File: src/rtl/tpu_axil_ctrl_slave.sv
// AXI4-Lite register window for the TPU: control/shape registers, staged weight and
// unified-buffer word writes, start pulse and sticky status reporting.
module tpu_axil_ctrl_slave #(
    parameter int ADDR_W = 5,
    parameter int MEM_AW = 8
) (
    input  logic              s00_axi_aclk,
    input  logic              s00_axi_aresetn,
    input  logic [ADDR_W-1:0] s00_axi_awaddr,
    input  logic              s00_axi_awvalid,
    output logic              s00_axi_awready,
    input  logic [31:0]       s00_axi_wdata,
    input  logic [3:0]        s00_axi_wstrb,
    input  logic              s00_axi_wvalid,
    output logic              s00_axi_wready,
    output logic [1:0]        s00_axi_bresp,
    output logic              s00_axi_bvalid,
    input  logic              s00_axi_bready,
    input  logic [ADDR_W-1:0] s00_axi_araddr,
    input  logic              s00_axi_arvalid,
    output logic              s00_axi_arready,
    output logic [31:0]       s00_axi_rdata,
    output logic [1:0]        s00_axi_rresp,
    output logic              s00_axi_rvalid,
    input  logic              s00_axi_rready,
    output logic              tick_en,
    output logic              wt_wr_en,
    output logic              ub_wr_en,
    output logic [MEM_AW-1:0] mem_addr,
    output logic [31:0]       mem_data,
    output logic              mat_start,
    output logic [31:0]       shape_cfg,
    input  logic              tpu_done
);
    localparam int IW = ADDR_W - 2;
    localparam logic [1:0] RESP_OKAY   = 2'b00;
    localparam logic [1:0] RESP_SLVERR = 2'b10;
    localparam logic [1:0] RESP_DECERR = 2'b11;
    localparam logic [IW-1:0] IDX_CTRL   = IW'(0);
    localparam logic [IW-1:0] IDX_WDATA  = IW'(1);
    localparam logic [IW-1:0] IDX_UBDATA = IW'(2);
    localparam logic [IW-1:0] IDX_SHAPE  = IW'(3);
    localparam logic [IW-1:0] IDX_STATUS = IW'(4);

    logic                   wr_acc_q, wr_acc_d, bvalid_q, bvalid_d, arready_q, arready_d;
    logic                   rvalid_q, rvalid_d, busy_q, busy_d, done_q, done_d;
    logic                   seq_err_q, seq_err_d, mat_start_q, mat_start_d;
    logic [1:0]             bresp_q, bresp_d, rresp_q, rresp_d;
    logic [31:0]            rdata_q, rdata_d, shape_q, shape_d, mem_data_q, mem_data_d;
    logic [3:0]             ctrl_q, ctrl_d;
    logic [7:0]             drop_cnt_q, drop_cnt_d;
    logic [MEM_AW-1:0]      mem_addr_q, mem_addr_d;
    // Index 0 is the weight FIFO path, index 1 the unified-buffer path.
    logic [1:0]             stg_q, stg_d, wr_en_q, wr_en_d;
    logic [1:0][MEM_AW-1:0] stg_addr_q, stg_addr_d;
    logic [1:0][15:0]       stg_data_q, stg_data_d;

    logic [IW-1:0] wr_idx, rd_idx;
    logic [31:0]   status_w, rd_val;
    logic [1:0]    rd_resp;
    logic          tgt, tgt_en;
    logic          unused_addr_lsbs;

    assign wr_idx   = s00_axi_awaddr[ADDR_W-1:2];
    assign rd_idx   = s00_axi_araddr[ADDR_W-1:2];
    assign status_w = {16'h0, drop_cnt_q, 5'h0, seq_err_q, done_q, busy_q};
    assign unused_addr_lsbs = ^{s00_axi_awaddr[1:0], s00_axi_araddr[1:0]};

    always_comb begin
        // NOTE: every _d gets a default before any branch so no latch is inferred.
        wr_acc_d = s00_axi_awvalid & s00_axi_wvalid & ~wr_acc_q & ~bvalid_q;
        arready_d = s00_axi_arvalid & ~arready_q & ~rvalid_q;
        bvalid_d = bvalid_q & ~s00_axi_bready;
        rvalid_d = rvalid_q & ~s00_axi_rready;
        bresp_d = bresp_q;   rresp_d = rresp_q;   rdata_d = rdata_q;
        ctrl_d = ctrl_q;     shape_d = shape_q;   busy_d = busy_q;
        done_d = done_q;     seq_err_d = seq_err_q;  drop_cnt_d = drop_cnt_q;
        stg_d = stg_q;       stg_addr_d = stg_addr_q; stg_data_d = stg_data_q;
        mem_addr_d = mem_addr_q;  mem_data_d = mem_data_q;
        wr_en_d = 2'b00;     mat_start_d = 1'b0;
        tgt = 1'b0;          tgt_en = 1'b0;
        rd_val = 32'h0;      rd_resp = RESP_OKAY;

        case (rd_idx)
            IDX_CTRL:               rd_val = {28'h0, ctrl_q};
            IDX_WDATA, IDX_UBDATA:  rd_val = 32'h0;
            IDX_SHAPE:              rd_val = shape_q;
            IDX_STATUS:             rd_val = status_w;
            default:                rd_resp = RESP_DECERR;
        endcase
        if (arready_q) begin
            rvalid_d = 1'b1;
            rdata_d  = rd_val;
            rresp_d  = rd_resp;
        end

        if (wr_acc_q) begin
            bvalid_d = 1'b1;
            bresp_d  = RESP_OKAY;
            case (wr_idx)
                IDX_CTRL: if (s00_axi_wstrb[0]) begin
                    ctrl_d = s00_axi_wdata[3:0];
                    if (s00_axi_wdata[3] && !ctrl_q[3]) begin
                        mat_start_d = 1'b1;
                        busy_d      = 1'b1;
                    end
                    if (!s00_axi_wdata[1]) stg_d[0] = 1'b0;
                    if (!s00_axi_wdata[2]) stg_d[1] = 1'b0;
                end
                IDX_WDATA, IDX_UBDATA: begin
                    tgt    = (wr_idx == IDX_UBDATA);
                    tgt_en = tgt ? ctrl_q[2] : ctrl_q[1];
                    if (s00_axi_wstrb != 4'hF || !tgt_en) begin
                        bresp_d = RESP_SLVERR;
                        if (drop_cnt_q != 8'hFF) drop_cnt_d = drop_cnt_q + 8'd1;
                    end else if (s00_axi_wdata[31]) begin
                        if (stg_q[tgt]) seq_err_d = 1'b1;
                        stg_d[tgt]      = 1'b1;
                        stg_addr_d[tgt] = s00_axi_wdata[16 +: MEM_AW];
                        stg_data_d[tgt] = s00_axi_wdata[15:0];
                    end else if (stg_q[tgt] && stg_addr_q[tgt] == s00_axi_wdata[16 +: MEM_AW]) begin
                        wr_en_d[tgt] = 1'b1;
                        mem_addr_d   = stg_addr_q[tgt];
                        mem_data_d   = {stg_data_q[tgt], s00_axi_wdata[15:0]};
                        stg_d[tgt]   = 1'b0;
                    end else begin
                        seq_err_d  = 1'b1;
                        stg_d[tgt] = 1'b0;
                        bresp_d    = RESP_SLVERR;
                    end
                end
                IDX_SHAPE: for (int b = 0; b < 4; b++)
                    if (s00_axi_wstrb[b]) shape_d[8*b +: 8] = s00_axi_wdata[8*b +: 8];
                IDX_STATUS: if (s00_axi_wstrb[0]) begin
                    if (s00_axi_wdata[1]) done_d    = 1'b0;
                    if (s00_axi_wdata[2]) seq_err_d = 1'b0;
                end
                default: bresp_d = RESP_DECERR;
            endcase
        end

        // Completion outranks a same-cycle W1C of done; a fresh start keeps busy set.
        if (tpu_done) begin
            done_d = 1'b1;
            if (!mat_start_d) busy_d = 1'b0;
        end
    end

    always_ff @(posedge s00_axi_aclk) begin
        // NOTE: sequential state uses non-blocking assignments; reset is sampled on the clock.
        if (!s00_axi_aresetn) begin
            wr_acc_q <= 1'b0;  bvalid_q <= 1'b0;  bresp_q <= 2'b00;
            arready_q <= 1'b0; rvalid_q <= 1'b0;  rresp_q <= 2'b00;  rdata_q <= 32'h0;
            ctrl_q <= 4'h0;    shape_q <= 32'h0;  busy_q <= 1'b0;    done_q <= 1'b0;
            seq_err_q <= 1'b0; drop_cnt_q <= 8'h0;
            stg_q <= '0;       stg_addr_q <= '0;  stg_data_q <= '0;
            wr_en_q <= 2'b00;  mem_addr_q <= '0;  mem_data_q <= 32'h0;  mat_start_q <= 1'b0;
        end else begin
            wr_acc_q <= wr_acc_d;    bvalid_q <= bvalid_d;  bresp_q <= bresp_d;
            arready_q <= arready_d;  rvalid_q <= rvalid_d;  rresp_q <= rresp_d;
            rdata_q <= rdata_d;      ctrl_q <= ctrl_d;      shape_q <= shape_d;
            busy_q <= busy_d;        done_q <= done_d;      seq_err_q <= seq_err_d;
            drop_cnt_q <= drop_cnt_d;
            stg_q <= stg_d;          stg_addr_q <= stg_addr_d;  stg_data_q <= stg_data_d;
            wr_en_q <= wr_en_d;      mem_addr_q <= mem_addr_d;  mem_data_q <= mem_data_d;
            mat_start_q <= mat_start_d;
        end
    end

    assign s00_axi_awready = wr_acc_q;
    assign s00_axi_wready  = wr_acc_q;
    assign s00_axi_bvalid  = bvalid_q;
    assign s00_axi_bresp   = bresp_q;
    assign s00_axi_arready = arready_q;
    assign s00_axi_rvalid  = rvalid_q;
    assign s00_axi_rdata   = rdata_q;
    assign s00_axi_rresp   = rresp_q;
    assign tick_en   = ctrl_q[0];
    assign wt_wr_en  = wr_en_q[0];
    assign ub_wr_en  = wr_en_q[1];
    assign mem_addr  = mem_addr_q;
    assign mem_data  = mem_data_q;
    assign mat_start = mat_start_q;
    assign shape_cfg = shape_q;
endmodule
File: config.mk
export PLATFORM = sky130hd
export DESIGN_NAME = tpu_axil_ctrl_slave
export DESIGN_NICKNAME = d
export VERILOG_FILES = /design/src/rtl/tpu_axil_ctrl_slave.sv
export SDC_FILE = /design/constraint.sdc
export NUM_CORES = 1
export LEC_CHECK = 0
export BUFFER_PORTS_ARGS = -buffer_cell sky130_fd_sc_hd__buf_2
export CELL_PAD_IN_SITES_DETAIL_PLACEMENT = 1
export CELL_PAD_IN_SITES_GLOBAL_PLACEMENT = 1
export CORE_ASPECT_RATIO = 1.75
export CORE_UTILIZATION = 40
export CTS_BUF_LIST = sky130_fd_sc_hd__clkbuf_8
export DETAILED_ROUTE_END_ITERATION = 8
export HOLD_SLACK_MARGIN = 0.15
export PLACE_DENSITY = 0.82
export REMOVE_ABC_BUFFERS = 1
export SETUP_SLACK_MARGIN = 0.2
export SKIP_LAST_GASP = 1
export SYNTH_ARGS = -nofsm -noshare
export SYNTH_HDL_FRONTEND = slang
export SYNTH_SLANG_ARGS = --single-unit
File: constraint.sdc
create_clock -name s00_axi_aclk -period 2.8 [get_ports s00_axi_aclk]
set_input_delay 0.56 -clock s00_axi_aclk [delete_from_list [all_inputs] [get_ports s00_axi_aclk]]
set_output_delay 0.56 -clock s00_axi_aclk [all_outputs]
set_load 0.02 [all_outputs]
==> results of run 1 <==
==> power by group through the flow <==
stage / registers [mW] / logic, mW / clock network (mW)
after global routing: 2.58 / 0.346 / 2.06
after CTS: 2.57 / 0.322 / 1.95
after global placement: 2.63 / 0.316 / 0
after floorplan: 2.66 / 0.101 / 0
after detailed placement: 2.63 / 0.320 / 0
final: 2.57 / 0.320 / 1.91
==> cells in the mapped netlist (5+ instances only) <==
cell	count	area, um2
buf_2	13	65.1
nand2_1	86	323
xnor2_1	7	61.3
nand2b_1	10	62.6
buf_4	7	52.6
a311oi_1	10	87.6
a21oi_1	108	541
nand3_1	54	270
nand4_1	5	31.3
and2_1	5	31.3
inv_1	7	26.3
dfxtp_1	179	3580
o21ai_0	20	100
a311oi_2	10	150
a211oi_1	15	113
clkbuf_1	44	165
mux2i_1	57	571
nor2b_1	24	150
nor2_1	105	394
a22oi_1	15	113
==> worst min path at each step <==
| stage | endpoint | depth (start not counted) | from |
|---|---|---|---|
| final | s00_axi_awready | 3 | s00_axi_wvalid |
| after global routing | shape_cfg[30] | 3 | s00_axi_wdata[30] |
| after CTS | s00_axi_awready | 3 | s00_axi_wvalid |
| after detailed placement | s00_axi_arready | 1 | s00_axi_rvalid |
| after global placement | s00_axi_arready | 1 | s00_axi_rvalid |
| after floorplan | done_q | 2 | done_q |
==> cell type report <==
cell class | count | area, um2 | share of cell area
clock inverters | 15 | 191 | 0.0211
inverters | 8 | 35.0 | 0.00386
flip-flops and latches | 179 | 3580 | 0.395
clock buffers | 17 | 234 | 0.0258
well taps | 234 | 293 | 0.0323
diodes | 1 | 2.50 | 0.000276
repair buffers | 206 | 1290 | 0.143
multi-input cells | 578 | 3430 | 0.378
==> flip-flops by register name (all words and copies together), names as in the netlist <==
register,count
drop_cnt_q,8
s00_axi_rvalid,1
done_q,1
stg_addr_q,16
s00_axi_arready,1
stg_q,2
busy_q,1
mat_start,1
stg_data_q,32
s00_axi_rresp,1
shape_cfg,32
s00_axi_bvalid,1
wr_en_q,2
mem_addr,8
ctrl_q,4
mem_data,32
s00_axi_bresp,2
seq_err_q,1
s00_axi_awready,1
s00_axi_rdata,32
==> placed cells by master (no fill, tap or decap), types with 11 or more instances in the layout <==
master,synthesis,routed
nor2b_1,24,24
inv_1,7,11
nand2_1,86,86
o21ai_0,20,20
a21oi_1,108,108
buf_2,13,166
buf_12,0,13
a22oi_1,15,15
mux2i_1,57,57
nor2_1,105,105
buf_4,7,27
nand3_1,54,53
dfxtp_1,179,178
clkbuf_8,0,17
a211oi_1,15,15
==> layer usage <==
layer	wire, um	vias up	track usage
met1	8580	3259	0.251
met4	713	0	0.126
li1	-	3213	-
met3	602	38	0.0411
met2	12900	146	0.480
met5	0	-	0
==> through the flow <==
stage / std cells / setup slack (ns)
2_1_floorplan: 765 / -1.26
3_3_place_gp: 1205 / 0.157
3_5_place_dp: 1205 / 0.0463
4_1_cts: 1237 / 0.555
5_1_grt: 1238 / 0.406
6_report: 1238 / 0.539
==> cell families after synthesis <==
family          after synthesis  synth area share
fa+ha+maj                     1           0.00171
buf+inv                      74            0.0438
compound gates              195             0.170
mux                          58            0.0811
xor+xnor                     12            0.0154
flops                       179             0.490
simple gates                312             0.199
==> worst min-delay path: cells and delay by family <==
kind                   cells  cell delay, ns
buffers and inverters      1            0.09
AND/OR/NAND/NOR            2            0.09
==> results.cfg, run 1 <==
[critical_path]
r2r_cells = 7
cp.depth = 9
rrSetupSlack_ns = 0.58
crit_path_start = s00_axi_awaddr[3]
worstPathCellList = buf_2 > or3b_1 > buf_12 > mux2i_1 > a22oi_1 > o2111a_2 > buf_12 > a21oi_1 > a311oi_1
cp-end-kind = flop
crit_fanout = 22
required_ns = 3.17
crit_type = in -> reg
reg2reg_from = stg_q[1]
crit_buf_inv = 3
cp_top_family = compound AO/OA/AOI/OAI gates
critPathArrivalTime_ns = 2.63
r2r_end = mem_data[31]
critPathCapture = mem_data[31]
cp_slowest_cell = or3b_1
start_kind = primary input
path_common_cell = buf_12
cpPeakStageDelay_ns = 0.42

[worst_hold_path]
worstHoldPathType = in -> reg

[power]
clkPwrFrac = 0.398
swShare = 0.244
power.switching_mw = 1.17
vdd_drop_max_uv = 321
intPower_mw = 3.63
power_density_mw_per_mm2 = 530
seqPwrFrac = 0.536
power_frac_comb = 0.067
p_leak_nw = 3.93
power_mw = 4.81

[clock_network]
numCtsBuffers = 17
cts_root_buffer = clkbuf_8
cts_tree = done
h-tree-depth = 4
cts_sinks = 179
postCtsSetupRepairBufs = 0
clkSlewWorstSetupHoldPaths_ns = 0.09
clockBufferDepth = 2
cts_resized = 0
clk-insertion-delay-late_ns = 0.48
hold_buffers = 0

[final_layout]
drive_gt1_frac = 0.256
fin_nets = 1045
utilization = 0.504
fillers = 2197
synthToLayoutAreaGrowth_pct = 23.9
postLayoutCellArea_mm2 = 0.00906

[timing]
worstMarginPinSlew_ns = 0.869
rsz0062_at_grt = no
period_share = 0.807
min_period_ns = 2.26
skew_ns = 0.0177
final_hold_viol_count = 0
slew_headroom = 0.421
tns_ns = 0
finalMaxSlewViolations = 0
fmax_mhz = 442
setup_violations = 0
hold-worst-slack_ns = 0.316

[drt]
vias = 6656
dr.pass1.iters = 6
wirelength_um = 22800
drc = 0
routedWlPerCell_um = 18.4
viasPerCell = 5.38
drt_iter0_drc = 199
ant_nets = 0

[floorplanning]
dieArea_mm2 = 0.0189
core_mm2 = 0.0180
die_y_um = 181
rows = 65
initial_core_util = 0.407
ios = 171
fp.dieW_um = 104

[yosys]
syn_area_mm2 = 0.00732
synthCells = 831
ys_seq_area_frac = 0.490
syn_area_per_cell_um2 = 8.81
synth_cell_types = 50
synth_edf_count = 0
synth-async-reset-ratio = 0
ys_ff_latch = 179
ys_warn_count = 0
synthFlopType = dfxtp_1

[flow_run]
drv_cap = 0

[placed_design]
hpwl_um = 16500
numPortBuffers = 166
placed_cell_area_mm2 = 0.00864
globalplace.congestion = 0.814

[global_routing]
track_usage = 0.248
grt_pass1_vias = 6933
grt_pass1_wl_um = 36500
grt_max_degree = 58
antenna_found_initial = 1
overflow = 0

[outcome]
outcome = complete, no violations
Power figures use the tool's default switching activity.
==> run 2, diff against run 1 <==
--- a/config.mk
+++ b/config.mk
@@ -9,11 +9,11 @@
 export CELL_PAD_IN_SITES_DETAIL_PLACEMENT = 1
 export CELL_PAD_IN_SITES_GLOBAL_PLACEMENT = 1
 export CORE_ASPECT_RATIO = 1.75
-export CORE_UTILIZATION = 40
+export CORE_UTILIZATION = 37
 export CTS_BUF_LIST = sky130_fd_sc_hd__clkbuf_8
 export DETAILED_ROUTE_END_ITERATION = 8
 export HOLD_SLACK_MARGIN = 0.15
-export PLACE_DENSITY = 0.82
+export PLACE_DENSITY = 0.8
 export REMOVE_ABC_BUFFERS = 1
 export SETUP_SLACK_MARGIN = 0.2
 export SKIP_LAST_GASP = 1
==> constraint.sdc (replaced) <==
create_clock -name s00_axi_aclk -period 2 [get_ports s00_axi_aclk]
set_input_delay 0.4 -clock s00_axi_aclk [delete_from_list [all_inputs] [get_ports s00_axi_aclk]]
set_output_delay 0.4 -clock s00_axi_aclk [all_outputs]
set_load 0.02 [all_outputs]
==> results.cfg, run 2 (same netlist as run 1, synthesis figures left out) <==
[outcome]
outcome = finished, violations left
violations = setup timing

[clock_network]
clkSlewWorstSetupHoldPaths_ns = 0.10
cts_root_buffer = clkbuf_8
numCtsBuffers = 17
clk-insertion-delay-late_ns = 0.50
cts_sinks = 179
cts_tree = done
clockBufferDepth = 2
h-tree-depth = 4

[placed_design]
globalplace.congestion = 0.791
numPortBuffers = 166
hpwl_um = 17600

[drt]
viasPerCell = 5.67
ant_nets = 0
routedWlPerCell_um = 22.3
wirelength_um = 29300
dr.pass1.iters = 5
drc = 0
vias = 7449
drt_iter0_drc = 298

[timing]
tns_ns = -0.452
setup_violations = 17
period_share = 1.04
finalMaxSlewViolations = 0
rsz0062_at_grt = yes
skew_ns = 0.0245
setup_slack_ns = -0.0838
min_period_ns = 2.08
final_hold_viol_count = 0
slew_headroom = 0.559
worstMarginPinSlew_ns = 0.660
fmax_mhz = 480

[floorplanning]
die_y_um = 188
core_mm2 = 0.0193
initial_core_util = 0.379
rows = 67
fp.dieW_um = 108
dieArea_mm2 = 0.0204
ios = 171

[final_layout]
fin_nets = 1114
mostFrequentLayoutCells = dfxtp_1, buf_2, nor2_1
fillers = 2236
layout_commonest_cell = dfxtp_1
drive_gt1_frac = 0.358
synthToLayoutAreaGrowth_pct = 40.3
utilization = 0.532

[global_routing]
overflow = 0
grt_pass1_vias = 7409
track_usage = 0.256
grt_pass1_wl_um = 39500
grt_max_degree = 76
antenna_found_initial = 1

[critical_path]
cp-end-kind = flop
reg2reg_from = stg_addr_q[2]
crit_type = in -> reg
r2r_cells = 9
critPathArrivalTime_ns = 2.46
crit_fanout = 8
crit_path_start = s00_axi_awaddr[2]
start_kind = primary input
required_ns = 2.37

[power]
power_density_mw_per_mm2 = 687
vdd_drop_max_uv = 425
p_leak_nw = 4.41
power_mw = 7.05

[worst_hold_path]
worstHoldPathType = in -> reg
hold_depth = 2
min-delay-start = s00_axi_arvalid

[flow_run]
drv_cap = 0
==> run 2: cell count changes in the layout (fill, tap and decap cells not counted), moves of 5 or more <==
cell and delta:
a21oi_1 -17, a21oi_2 +15, buf_4 +35, buf_6 +18
clkbuf_16 +5, dfxtp_1 -6, dlygate4sd3_1 +8, mux2i_1 -9
mux2i_2 +6, nand3_1 -5
==> run 2: final timing paths <==
kind	to	slack (ns)
setup / recovery	mem_data[27]	-0.08
setup reg to reg	mem_data[27]	-0.01
hold / removal	s00_axi_arready	0.17
hold reg to reg	s00_axi_arready	0.45
==> run 2: cell type report <==
| class | count | area (um2) | share of cell area |
|---|---|---|---|
| timing repair buffer | 275 | 2060 | 0.201 |
| inverter | 8 | 35.0 | 0.00341 |
| sequential | 179 | 3600 | 0.350 |
| multi-input combinational | 578 | 3820 | 0.373 |
| tap | 241 | 302 | 0.0294 |
| antenna | 1 | 2.50 | 0.000244 |
| clock inverter | 13 | 195 | 0.0190 |
| clock buffer | 18 | 248 | 0.0241 |
==> run 2: layer usage <==
metal | wire length [um] | vias up | GRT usage
met1 | 10600 | 3713 | 0.264
met2 | 15800 | 271 | 0.463
li1 | - | 3365 | -
met3 | 1320 | 100 | 0.0483
met5 | 0 | - | 0
met4 | 1620 | 0 | 0.159
==> run 2: repair_timing <==
| item | in CTS | in global routing |
|---|---|---|
| setup endpoints to repair | 127 | 130 |
| endpoints found under the hold margin | 7 | 0 |
| pin swaps | 3 | 38 |
| hold buffers | 8 | 0 |
| setup buffers | 8 | 21 |
| resized for setup | 27 | 92 |
| gates cloned | 1 | 6 |
==> run 2: per-stage QoR <==
step	instance area [um2]	hold WS (ns)	cells	worst slack, ns
final	10300	0.173	1313	-0.0838
after global routing	10300	0.156	1313	-0.116
after CTS	9540	0.154	1285	0.109
after detailed placement	8810	0.432	1237	-0.691
after global placement	8810	0.425	1237	-0.580
after floorplan	7030	0.451	765	-1.90
==> run 2: critical path, stage by stage <==
cell	delay (ns)
buf_6	0.10
buf_6	0.12
nor3b_4	0.26
buf_6	0.17
buf_6	0.11
mux2i_4	0.07
a22oi_2	0.25
o2111a_2	0.32
buf_12	0.13
buf_12	0.13
a21oi_1	0.09
a311oi_1	0.30
==> run 2: power by group <==
group          switching, mW  internal, mW
clock                   1.45          1.41
sequential            0.0253          3.59
combinational          0.357         0.216
total                   1.84          5.22
